### config.mk
export PLATFORM = sky130hd
export DESIGN_NAME = cond_exec_unit
export DESIGN_NICKNAME = d
export VERILOG_FILES = /design/src/rtl/cond_pkg.sv /design/src/rtl/cond_check.sv /design/src/rtl/cond_exec_unit.sv
export SDC_FILE = /design/constraint.sdc
export NUM_CORES = 1
export LEC_CHECK = 0
export ABC_CLOCK_PERIOD_IN_PS = 3320
export BUFFER_PORTS_ARGS = -buffer_cell sky130_fd_sc_hd__buf_4
export CORE_UTILIZATION = 55
export DETAILED_ROUTE_END_ITERATION = 10
export PLACE_DENSITY = 0.79
export SYNTH_ARGS = -nofsm -noshare
export SYNTH_HDL_FRONTEND = slang
export SYNTH_SLANG_ARGS = --single-unit
### constraint.sdc
create_clock -name clk -period 3.32 [get_ports clk]
set_input_delay 0.166 -clock clk [delete_from_list [all_inputs] [get_ports clk]]
set_output_delay 0.166 -clock clk [all_outputs]
set_load 0.03 [all_outputs]
### src/rtl/cond_pkg.sv
// Condition codes, NZCV flag layout and the shared condition evaluator.
package cond_pkg;

  typedef enum logic [3:0] {
    EQ = 4'd0, NE, CS, CC, MI, PL, VS, VC,
    HI, LS, GE, LT, GT, LE, AL, NV
  } cond_e;

  typedef struct packed {
    logic n;
    logic z;
    logic c;
    logic v;
  } flags_t;

  function automatic logic cond_eval(input cond_e cond, input flags_t f);
    logic ok;
    case (cond)
      EQ:      ok = f.z;
      NE:      ok = !f.z;
      CS:      ok = f.c;
      CC:      ok = !f.c;
      MI:      ok = f.n;
      PL:      ok = !f.n;
      VS:      ok = f.v;
      VC:      ok = !f.v;
      HI:      ok = f.c & !f.z;
      LS:      ok = !f.c | f.z;
      GE:      ok = (f.n == f.v);
      LT:      ok = (f.n != f.v);
      GT:      ok = !f.z & (f.n == f.v);
      LE:      ok = f.z | (f.n != f.v);
      AL:      ok = 1'b1;
      NV:      ok = 1'b0;
      default: ok = 1'b0;
    endcase
    return ok;
  endfunction

endpackage

### src/rtl/cond_check.sv
// Purpose: evaluates one 4-bit condition code against an NZCV flag set.
// Latency: purely combinational, 0 cycles.
// Backpressure: none; no state.
module cond_check
  import cond_pkg::*;
(
  input  logic [3:0] cond,
  input  flags_t     flags,
  output logic       ok
);

  assign ok = cond_eval(cond_e'(cond), flags);

endmodule

### src/rtl/cond_exec_unit.sv
// Purpose: commit predicate for the execute stage over banked NZCV flags plus a then/else predication window.
// Latency: commit enables are combinational (0 cycles); flag and window state update on the next edge.
// Backpressure: Stall freezes all state and forces every commit output low.
module cond_exec_unit
  import cond_pkg::*;
#(
  parameter int NUM_FSETS = 4,
  parameter int MAX_IT    = 4,
  localparam int FSEL_W   = (NUM_FSETS > 1) ? $clog2(NUM_FSETS) : 1,
  localparam int CNT_W    = $clog2(MAX_IT + 1)
) (
  input  logic              clk,
  input  logic              reset,
  input  logic              Stall,
  input  logic [3:0]        Cond,
  input  logic [FSEL_W-1:0] FSel,
  input  logic [3:0]        ALUFlags,
  input  logic [1:0]        FlagW,
  input  logic              PCS,
  input  logic              RegW,
  input  logic              MemW,
  input  logic              NoWrite,
  input  logic              ItStart,
  input  logic [CNT_W-1:0]  ItCount,
  input  logic [3:0]        ItCond,
  input  logic [MAX_IT-1:0] ItMask,
  output logic              PCSrc,
  output logic              RegWrite,
  output logic              MemWrite,
  output logic              CondEx,
  output logic              ItActive,
  output logic [CNT_W-1:0]  ItLeft,
  output logic              ItError
);

  typedef enum logic {IDLE, ACTIVE} state_e;

  localparam int                IDX_W     = (MAX_IT > 1) ? $clog2(MAX_IT) : 1;
  localparam logic [CNT_W-1:0]  MAX_CNT   = CNT_W'(MAX_IT);
  localparam logic [FSEL_W:0]   NUM_BANKS = (FSEL_W + 1)'(NUM_FSETS);

  state_e             state, state_nxt;
  logic [CNT_W-1:0]   it_left, it_left_nxt;
  logic [IDX_W-1:0]   idx, idx_nxt;
  logic [3:0]         it_cond_r;
  logic [MAX_IT-1:0]  it_mask_r;
  logic               it_error;
  flags_t             banks [NUM_FSETS];

  logic               fsel_ok;
  flags_t             cur_flags;
  logic               cond_ok, it_ok, member_ok, cond_raw;
  logic               it_illegal, start_ok;

  // Unimplemented bank selects read as all-zero flags.
  assign fsel_ok   = ({1'b0, FSel} < NUM_BANKS);
  assign cur_flags = fsel_ok ? banks[FSel] : '0;

  cond_check u_cond (.cond(Cond),      .flags(cur_flags), .ok(cond_ok));
  cond_check u_it   (.cond(it_cond_r), .flags(cur_flags), .ok(it_ok));

  assign it_illegal = (state == ACTIVE) || (ItCount == '0) || (ItCount > MAX_CNT);
  assign start_ok   = ItStart && !it_illegal && !Stall;
  assign member_ok  = it_mask_r[idx] ? it_ok : !it_ok;
  assign cond_raw   = (state == ACTIVE) ? (cond_ok & member_ok) : cond_ok;

  // Markers, legal or not, never commit anything themselves.
  assign CondEx   = cond_raw & !ItStart & !Stall & !reset;
  assign PCSrc    = PCS & CondEx;
  assign RegWrite = RegW & CondEx & !NoWrite;
  assign MemWrite = MemW & CondEx;

  assign ItActive = (state == ACTIVE);
  assign ItLeft   = it_left;
  assign ItError  = it_error;

  always_comb begin
    state_nxt   = state;
    it_left_nxt = it_left;
    idx_nxt     = idx;
    if (!Stall) begin
      case (state)
        IDLE: begin
          if (ItStart && !it_illegal) begin
            state_nxt   = ACTIVE;
            it_left_nxt = ItCount;
            idx_nxt     = '0;
          end
        end
        ACTIVE: begin
          it_left_nxt = it_left - 1'b1;
          idx_nxt     = idx + 1'b1;
          // Last member or a taken branch ends the window.
          if (it_left == CNT_W'(1) || PCSrc) begin
            state_nxt   = IDLE;
            it_left_nxt = '0;
          end
        end
        default: state_nxt = IDLE;
      endcase
    end
  end

  always_ff @(posedge clk) begin
    if (reset) begin
      state     <= IDLE;
      it_left   <= '0;
      idx       <= '0;
      it_cond_r <= '0;
      it_mask_r <= '0;
      it_error  <= 1'b0;
      for (int i = 0; i < NUM_FSETS; i++) banks[i] <= '0;
    end else begin
      state    <= state_nxt;
      it_left  <= it_left_nxt;
      idx      <= idx_nxt;
      it_error <= ItStart & !Stall & it_illegal;
      if (start_ok) begin
        it_cond_r <= ItCond;
        it_mask_r <= ItMask;
      end
      for (int i = 0; i < NUM_FSETS; i++) begin
        if (CondEx && FSel == FSEL_W'(i)) begin
          if (FlagW[1]) begin
            banks[i].n <= ALUFlags[3];
            banks[i].z <= ALUFlags[2];
          end
          if (FlagW[0]) begin
            banks[i].c <= ALUFlags[1];
            banks[i].v <= ALUFlags[0];
          end
        end
      end
    end
  end

endmodule

==> results.ini, run 1 <==
[pwr]
power_frac_clock=0.283
power_density_mw_per_mm2=373.0
power_frac_comb=0.245
power_leakage_nw=0.9396
internal-power_mw=0.6744
seqPwrFrac=0.471
vdd_ir_drop_max_mv=0.2750
p_sw_frac=0.2749
finalPower_mw=0.9301
p_switching_mw=0.2557

[timing]
final-setup-viol-count=0
max_freq_mhz=309.0
relSlewSlack=0.6115
skew_ns=0.004793
final_max_slew_viol_count=0
finalCritPeriodShare=0.9748
worst-slew-pin-transition_ns=0.5827
hold_slack_ns=0.1031
finalCriticalPeriod_ns=3.236
setup_tns_ns=0
hold_viol=0

[layout]
synthToLayoutAreaGrowth_pct=20.35
finalNetCount=283
drive_above_1_share=0.2840
final_cells=296
antennaDiodeCount=0

[route]
vias=1766
dr.pass1.iters=4
drc=0
drt_wl_total_um=4526
wire_per_inst_um=15.29
initialDrtViolationCount=189
ant_nets=0
viasPerCell=5.966

[yosys]
ys_top_cells_by_area=edfxtp_1 23%, dfxtp_1 14%, mux4_2 11%
synthFlopType=edfxtp_1
yosys_warnings=0
syn_area_sq_mm=0.002072
netlist_instances=210
ys_types=51
avgSynthCellArea_sq_um=9.867
ys_seq_area_frac=0.3768
ys_async_sr_fraction=0
synth_top_cell_area_share=0.2319
yosysTopAreaCell=edfxtp_1
ys_ff_latch=31
synth-edff-count=16
syn_nets=243

[die]
dieArea_sq_mm=0.004016
ios=40
row_count=21
fp.dieH_um=63.38
core_area_sq_mm=0.003468
start_util=0.5974
fp.dieW_um=63.38

[status]
status=finished clean

[clock_tree]
cts_sinks=31
h-tree-depth=2
clockRootBuffer=clkbuf_8
cts.clk_slew.worst_paths_ns=0.06
clock_path_buffers=2
clock_latency_ns=0.27
cts_tree=done
cts-hold-fix-buffers=0
cts_made_buffers=5

[worst_setup_path]
critPathMaxFanout=11
critPathKind=reg2out
cp.required_ns=3.15
start_kind=flip-flop
cp-end-kind=primary output
critPathArrivalTime_ns=3.07

[global_routing]
gr-total-overflow=0
grt_start_max_net_pins=27
grt_usage=0.2485
grt_pass1_wl_um=7831
antenna_found_initial=0
grt_pass1_vias=1648

[placed_design]
numPortBuffers=39
dp_cells=286
dpl.hpwl_um=3398
place.gp.congestion=0.9041

[job]
drv_cap=0

[min_path]
hp-class=in2reg

-- critical path, cell delays in order (launching register included) --
cell,delay (ns)
edfxtp_1,0.43
mux4_2,0.58
xnor2_4,0.29
o221ai_2,0.14
a221o_1,0.29
or3_4,0.41
a31o_4,0.28
nor3b_1,0.19
buf_4,0.19
-- cell usage after synthesis (3+ instances only) --
cell type and number:
inv_1 10, mux2i_1 10, o21bai_1 8, nor3_1 17
or3_1 3, nor2_1 20, nor2b_1 7, nor4_1 4
dfxtp_1 15, mux2_2 3, edfxtp_1 16, o21ai_0 3
buf_6 4, clkbuf_1 7, mux4_2 10, a21oi_1 11
nand2_1 15, nand2b_1 6
-- layout by cell type, fill, tap and decap left out, types with 3 or more instances in the layout --
cell type,count
mux4_2,10
inv_1,10
mux2_2,3
buf_4,45
nor3_1,17
dfxtp_1,15
nor4_1,4
edfxtp_1,16
nor2b_1,7
a21oi_1,11
nand2b_1,6
o21bai_1,8
nand2_1,15
nor2_1,20
mux2i_1,10
clkbuf_8,5
-- metrics by stage --
step / instance area, sq um / util / setup WS [ns]
2_1_floorplan: 2072 / - / 0.1693
3_3_place_gp: 2372 / 0.6840 / 0.1962
3_5_place_dp: 2372 / 0.6840 / 0.1084
4_1_cts: 2457 / 0.7085 / 0.06056
5_1_grt: 2494 / 0.7190 / -0.01582
6_report: 2494 / 0.7190 / 0.08373
-- routing by layer --
layer / GRT usage / vias to the layer above / share of wire
met5: 0 / - / 0
met2: 0.3816 / 56 / 0.48
met3: 0.05435 / 7 / 0.059
li1: - / 880 / -
met1: 0.3462 / 823 / 0.45
met4: 0.08239 / 0 / 0.012
-- registers in the layout, summed over array words and instances (netlist names) --
signal     flops
ItActive       1
banks         16
idx            2
it_mask_r      4
it_cond_r      4
ItError        1
ItLeft         3
-- kinds of logic (layout without fill, tap and decap cells) --
kind of cell | count (synthesis) | count (layout) | synth area share
muxes | 23 | 23 | 0.1733
and+or+nand+nor | 86 | 86 | 0.2138
DFF | 31 | 31 | 0.3768
adders and majority gates | 2 | 2 | 0.01208
buffers and inverters | 23 | 62 | 0.05676
AOI/OAI and AO/OA | 43 | 44 | 0.1498
xor gates and xnor gates | 2 | 2 | 0.01751
-- cell type report --
class / instances / area, sq um
Multi-Input combinational cell: 157 / 1204
Clock buffer: 7 / 76.32
Timing Repair Buffer: 45 / 337.8
Inverter: 10 / 37.54
Sequential cell: 31 / 780.7
Tap cell: 46 / 57.56
Fill cell: 277 / 974.7
-- power groups by stage --
stage / combinational (mW) / sequential, mW / clock (mW)
floorplan: 0.144 / 0.449 / 0
global placement: 0.215 / 0.444 / 0
detailed placement: 0.218 / 0.445 / 0
CTS: 0.220 / 0.437 / 0.269
global route: 0.250 / 0.441 / 0.290
finish: 0.228 / 0.438 / 0.264
-- worst paths after layout --
| path | start | end | slack [ns] | cells past startpoint |
|---|---|---|---|---|
| setup / recovery | banks[2][3]$_SDFFCE_PN0P_ | RegWrite | 0.08 | 8 |
| hold / removal | Stall | ItError$_SDFF_PP0_ | 0.10 | 2 |
| setup reg to reg | banks[2][3]$_SDFFCE_PN0P_ | banks[3][3]$_DFFE_PP_ | 0.24 | 8 |
| hold reg to reg | it_mask_r[2]$_SDFFE_PP0P_ | it_mask_r[2]$_SDFFE_PP0P_ | 0.49 | 2 |
-- what timing repair did --
item / in CTS / in global routing
pin swaps: 0 / 2
setup buffers: 0 / 2
endpoints found under the setup margin: 4 / 1
gates resized for setup: 2 / 3
gates cloned: 0 / 1
No activity file was read; power rests on OpenSTA's default activity.
==> run 2, diff against run 1 <==
- ABC_CLOCK_PERIOD_IN_PS: 3320 -> 3600
- CORE_ASPECT_RATIO: unset -> 1.75
- MAX_ROUTING_LAYER: unset -> met4
- clock period: 3.32 -> 3.6 ns (I/O delays scaled with it)
==> run 2 against run 1 <==
Net effect:
- routed wire length increased by 2.1%
- register-to-register slack improved by 0.26 ns
- clock power increased by 17%
- core utilization decreased by 4.3 points
- worst setup slack improved by 0.10 ns
- cell count decreased by 1.7%
- cell area decreased by 1.7%
- flip-flop and latch count unchanged
- die area increased by 0.24%
- largest cell class unchanged
- highest routed layer unchanged
==> results.ini, run 2 (synthesized netlist as in run 1, its figures left out) <==
[status]
status=finished clean

[layout]
top_register=banks
largest_reg_flops=16
finalNetCount=277
synthToLayoutAreaGrowth_pct=18.30
final_cell_mix=40 x buf_4, 20 x nor2_1, 17 x nor3_1, 16 x edfxtp_1
drive_above_1_share=0.2612
reg_top3=banks (16), it_cond_r (4), it_mask_r (4)
final_area_sq_mm=0.002451
antennaDiodeCount=0
fillers=322
mostFrequentLayoutCell=buf_4

[die]
ios=40
start_util=0.5710
row_count=29
core_area_sq_mm=0.003628
fp.dieH_um=83.20
fp.dieW_um=48.40
dieArea_sq_mm=0.004026

[placed_design]
dpl.hpwl_um=3576
place_area_sq_mm=0.002350
place.gp.congestion=0.9196
numPortBuffers=39

[clock_tree]
cts-hold-fix-buffers=0
cts_tree=done
clock_path_buffers=2
clockRootBuffer=clkbuf_8
cts.clk_slew.worst_paths_ns=0.06
h-tree-depth=2
cts_made_buffers=5
clock_latency_ns=0.28
cts_sinks=31

[timing]
skew_ns=0.005256
hold_slack_ns=0.09831
finalCritPeriodShare=0.9479
setup_tns_ns=0
rsz0062_at_grt=false
final_max_slew_viol_count=0
worst-slew-pin-transition_ns=0.5573
finalCriticalPeriod_ns=3.413
relSlewSlack=0.6285
final-setup-viol-count=0
hold_viol=0
max_freq_mhz=293.0

[route]
wire_per_inst_um=15.88
initialDrtViolationCount=28
drt_wl_total_um=4621
dr.pass1.iters=4
viasPerCell=6.021
drc=0
ant_nets=0
vias=1752

[min_path]
min_to=ItError$_SDFF_PP0_
hold_depth=2
hp-class=in2reg
hp-start=Stall

[worst_setup_path]
slowest_delay_ns=0.57
start_kind=flip-flop
critPathKind=reg2out
r2r-start=banks[3][0]$_DFFE_PP_
critPathArrivalTime_ns=3.23
slowest_stage=mux4_2
reg2reg_slack_ns=0.50
path_cells=mux4_2, xnor2_4, o221ai_2, a221o_1, or3_1, a31o_2, nor3b_1, buf_4
cp.required_ns=3.42
cp-end-kind=primary output
reg2reg_to=banks[0][0]$_SDFFCE_PN0P_
critPathMaxFanout=25
ff2ff_path_depth=7

[global_routing]
grt_pass1_vias=1691
grt_pass1_wl_um=7659
grt_start_max_net_pins=27
grt_usage=0.2593
gr-total-overflow=0
antenna_found_initial=0

[job]
drv_cap=0

[pwr]
power_density_mw_per_mm2=371.4
finalPower_mw=0.9105
power_leakage_nw=0.9222
vdd_ir_drop_max_mv=0.3533

==> run 2: cell types whose count changed in the layout (fill, tap and decap cells not counted) <==
cell / previous run / this run
buf_4: 45 / 40
o21ai_1: 1 / 0
clkbuf_16: 0 / 1
a31o_4: 1 / 0
o311ai_1: 0 / 1
o311ai_2: 1 / 0
or3_1: 2 / 3
o21ai_0: 2 / 3
or3_4: 1 / 0
==> run 2: stage by stage <==
step,instances,setup WS [ns],util
floorplan,210,0.4353,-
global placement,283,0.4014,0.6476
detailed placement,283,0.3332,0.6476
CTS,291,0.03472,0.6755
global route,291,0.04124,0.6755
finish,291,0.1875,0.6755
==> run 2: worst max-delay path: cells and delay by family, from the launching register on <==
family | cells | cell delay [ns]
AO/OA/AOI/OAI | 3 | 0.85
AND/OR/NAND/NOR | 2 | 0.62
multiplexers | 1 | 0.57
flip-flops | 1 | 0.40
XOR/XNOR | 1 | 0.31
buffers and inverters | 1 | 0.19
==> run 2: metal layers <==
metal	vias to the layer above	part of all wire	GRT usage
li1	860	-	-
met1	835	0.34	0.2364
met2	46	0.60	0.4981
met3	11	0.036	0.04579
met4	0	0.029	0.1230
met5	-	0	-
==> run 2: worst max-delay path by stage <==
stage	start	end	slack (ns)	cells after the start
global route	banks[3][0]$_DFFE_PP_	RegWrite	0.04	8
floorplan	banks[3][0]$_DFFE_PP_	RegWrite	0.44	8
finish	banks[3][0]$_DFFE_PP_	RegWrite	0.19	8
CTS	banks[3][0]$_DFFE_PP_	RegWrite	0.03	8
global placement	FSel[0]	RegWrite	0.40	9
detailed placement	FSel[0]	RegWrite	0.33	9
==> run 2: report_power, final <==
group	internal [mW]	leakage (nW)	switching, mW
logic	0.0941	0.583	0.106
registers	0.387	0.289	0.0151
clock network	0.179	0.0506	0.129
total	0.660	0.922	0.250
==> run 2: final cells by class <==
cell class	count	area (sq um)	share of cell area
Clock buffer	8	101.3	0.04135
Inverter	10	37.54	0.01531
Multi-Input combinational cell	156	1174	0.4788
Sequential cell	31	780.7	0.3185
Tap cell	46	57.56	0.02348
Timing Repair Buffer	40	300.3	0.1225
==> run 2: what timing repair did <==
item,CTS,global route
gates resized for setup,0,1
buffers inserted,0,0
endpoints found under the setup margin,0,4
==> run 3, diff against run 2 <==
- PLACE_DENSITY: 0.79 -> unset
- PLACE_DENSITY_LB_ADDON: unset -> 0.08
- RECOVER_POWER: unset -> 25
==> run 3 against run 2 <==
Net effect:
- first-iteration DRC count rose to 2.6 times the previous value
- highest routed layer unchanged
- non-clock buffer count is 1 lower
- sequential power is essentially flat
- worst setup slack lost 0.017 ns
- sequential share of layout area up 0.45 points
- via count is 0.23% higher
- fmax shrank 0.50%
- cell area down 1.4%
==> results.ini, run 3 (synthesized netlist as in run 1, its figures left out) <==
[layout]
mostFrequentLayoutCell=buf_4
largest_reg_flops=16
finalNetCount=276
final-seq-area_sq_um=780.7
fillers=307
final_cell_mix=34 x buf_4, 20 x nor2_1, 17 x nor3_1, 16 x edfxtp_1
synthToLayoutAreaGrowth_pct=16.67
reg_top3=banks (16), it_cond_r (4), it_mask_r (4)
final_util=0.6662
multi_input_area_sq_mm=0.001174
drive_above_1_share=0.2418
antennaDiodeCount=0
top_register=banks
final_area_sq_mm=0.002417

[clock_tree]
cts.clk_slew.worst_paths_ns=0.07
cts_sinks=31
cts_tree=done
clock_path_buffers=2
h-tree-depth=2
clockRootBuffer=clkbuf_8
cts_made_buffers=5
clock_latency_ns=0.29

[route]
vias=1756
dr.pass1.iters=4
drc=0
drt_wl_total_um=4978
viasPerCell=6.055
ant_nets=0
initialDrtViolationCount=72
wire_per_inst_um=17.17

[timing]
max_freq_mhz=291.6
worst-slew-pin-transition_ns=0.5914
relSlewSlack=0.6008
setup_tns_ns=0
finalCriticalPeriod_ns=3.430
hold_slack_ns=0.1005
final-setup-viol-count=0
rsz0062_at_grt=false
hold_viol=0
finalCritPeriodShare=0.9527
skew_ns=0.006822
final_max_slew_viol_count=0

[global_routing]
grt_pass1_vias=1785
grt_start_max_net_pins=29
antenna_found_initial=0
grt_pass1_wl_um=8093
gr-total-overflow=0
grt_usage=0.2716

[worst_setup_path]
critPathArrivalTime_ns=3.25
critPathKind=reg2out
critPathMaxFanout=28
start_kind=flip-flop
r2r-start=banks[3][0]$_DFFE_PP_
cp-end-kind=primary output
startpoint=banks[3][0]$_DFFE_PP_
cp.required_ns=3.42

[min_path]
hp-class=in2reg
hp-start=Stall

[pwr]
vdd_ir_drop_max_mv=0.2735
finalPower_mw=0.8906
power_density_mw_per_mm2=368.4
power_leakage_nw=0.8916

[die]
core_area_sq_mm=0.003628
row_count=29
start_util=0.5710
dieArea_sq_mm=0.004026
fp.dieH_um=83.20
ios=40
fp.dieW_um=48.40

[placed_design]
place_area_sq_mm=0.002342
dpl.hpwl_um=3824
place.gp.congestion=0.8743
numPortBuffers=39

[status]
status=finished clean

[job]
drv_cap=0

## run 3: cell types whose count changed in the layout (fill, tap and decap cells not counted)
cell	change
clkbuf_16	-1
clkinvlp_4	+1
clkbuf_1	+3
buf_4	-6
clkinv_1	+1
clkbuf_8	+1
## run 3: layout make-up
type | instances | area share
clock buffer | 6 | 0.03416
clock inverter | 2 | 0.004658
inverter | 10 | 0.01553
multi-input combinational | 156 | 0.4855
sequential | 31 | 0.3230
tap | 46 | 0.02381
timing repair buffer | 39 | 0.1134
## run 3: path summary, 6_finish.rpt
| path | slack (ns) | end | cells past startpoint |
|---|---|---|---|
| max reg2reg | 0.47 | banks[2][3]$_SDFFCE_PN0P_ | 7 |
| min reg2reg | 0.50 | it_mask_r[3]$_SDFFE_PP0P_ | 2 |
| max | 0.17 | RegWrite | 8 |
| min | 0.10 | ItError$_SDFF_PP0_ | 2 |
## run 3: stage by stage
stage                     std cells  worst slack [ns]
after floorplan                 210            0.4353
after global placement          282            0.3604
after global routing            290           0.05457
after CTS                       290           0.01848
after detailed placement        282            0.3043
final                           290            0.1703
## run 3: power by group
group / switching (mW) / internal, mW / total [mW]
Combinational: 0.108 / 0.0896 / 0.198
Clock: 0.137 / 0.152 / 0.289
Sequential: 0.0160 / 0.387 / 0.403
## run 3: layer usage
layer  vias to the layer above  share of wire  global-route usage
met3                        23          0.033             0.04212
met4                         0          0.047              0.1524
li1                        851              -                   -
met1                       830           0.36              0.2597
met5                         -              0                   -
met2                        52           0.56              0.5019
## run 3: repair_timing
item                                    4_1_cts  5_1_grt
hold buffers                                  0        0
setup buffers                                 0        0
endpoints found under the setup margin        0        4
endpoints found under the hold margin         0        0
resized for setup                             0        1
## run 3: critical path: stages (launching register included)
cell      delay (ns)
edfxtp_1        0.42
mux4_2          0.57
o21ai_0         0.21
o311ai_1        0.15
a221o_1         0.38
or3_1           0.38
a31o_2          0.42
nor3b_1         0.24
buf_4           0.19
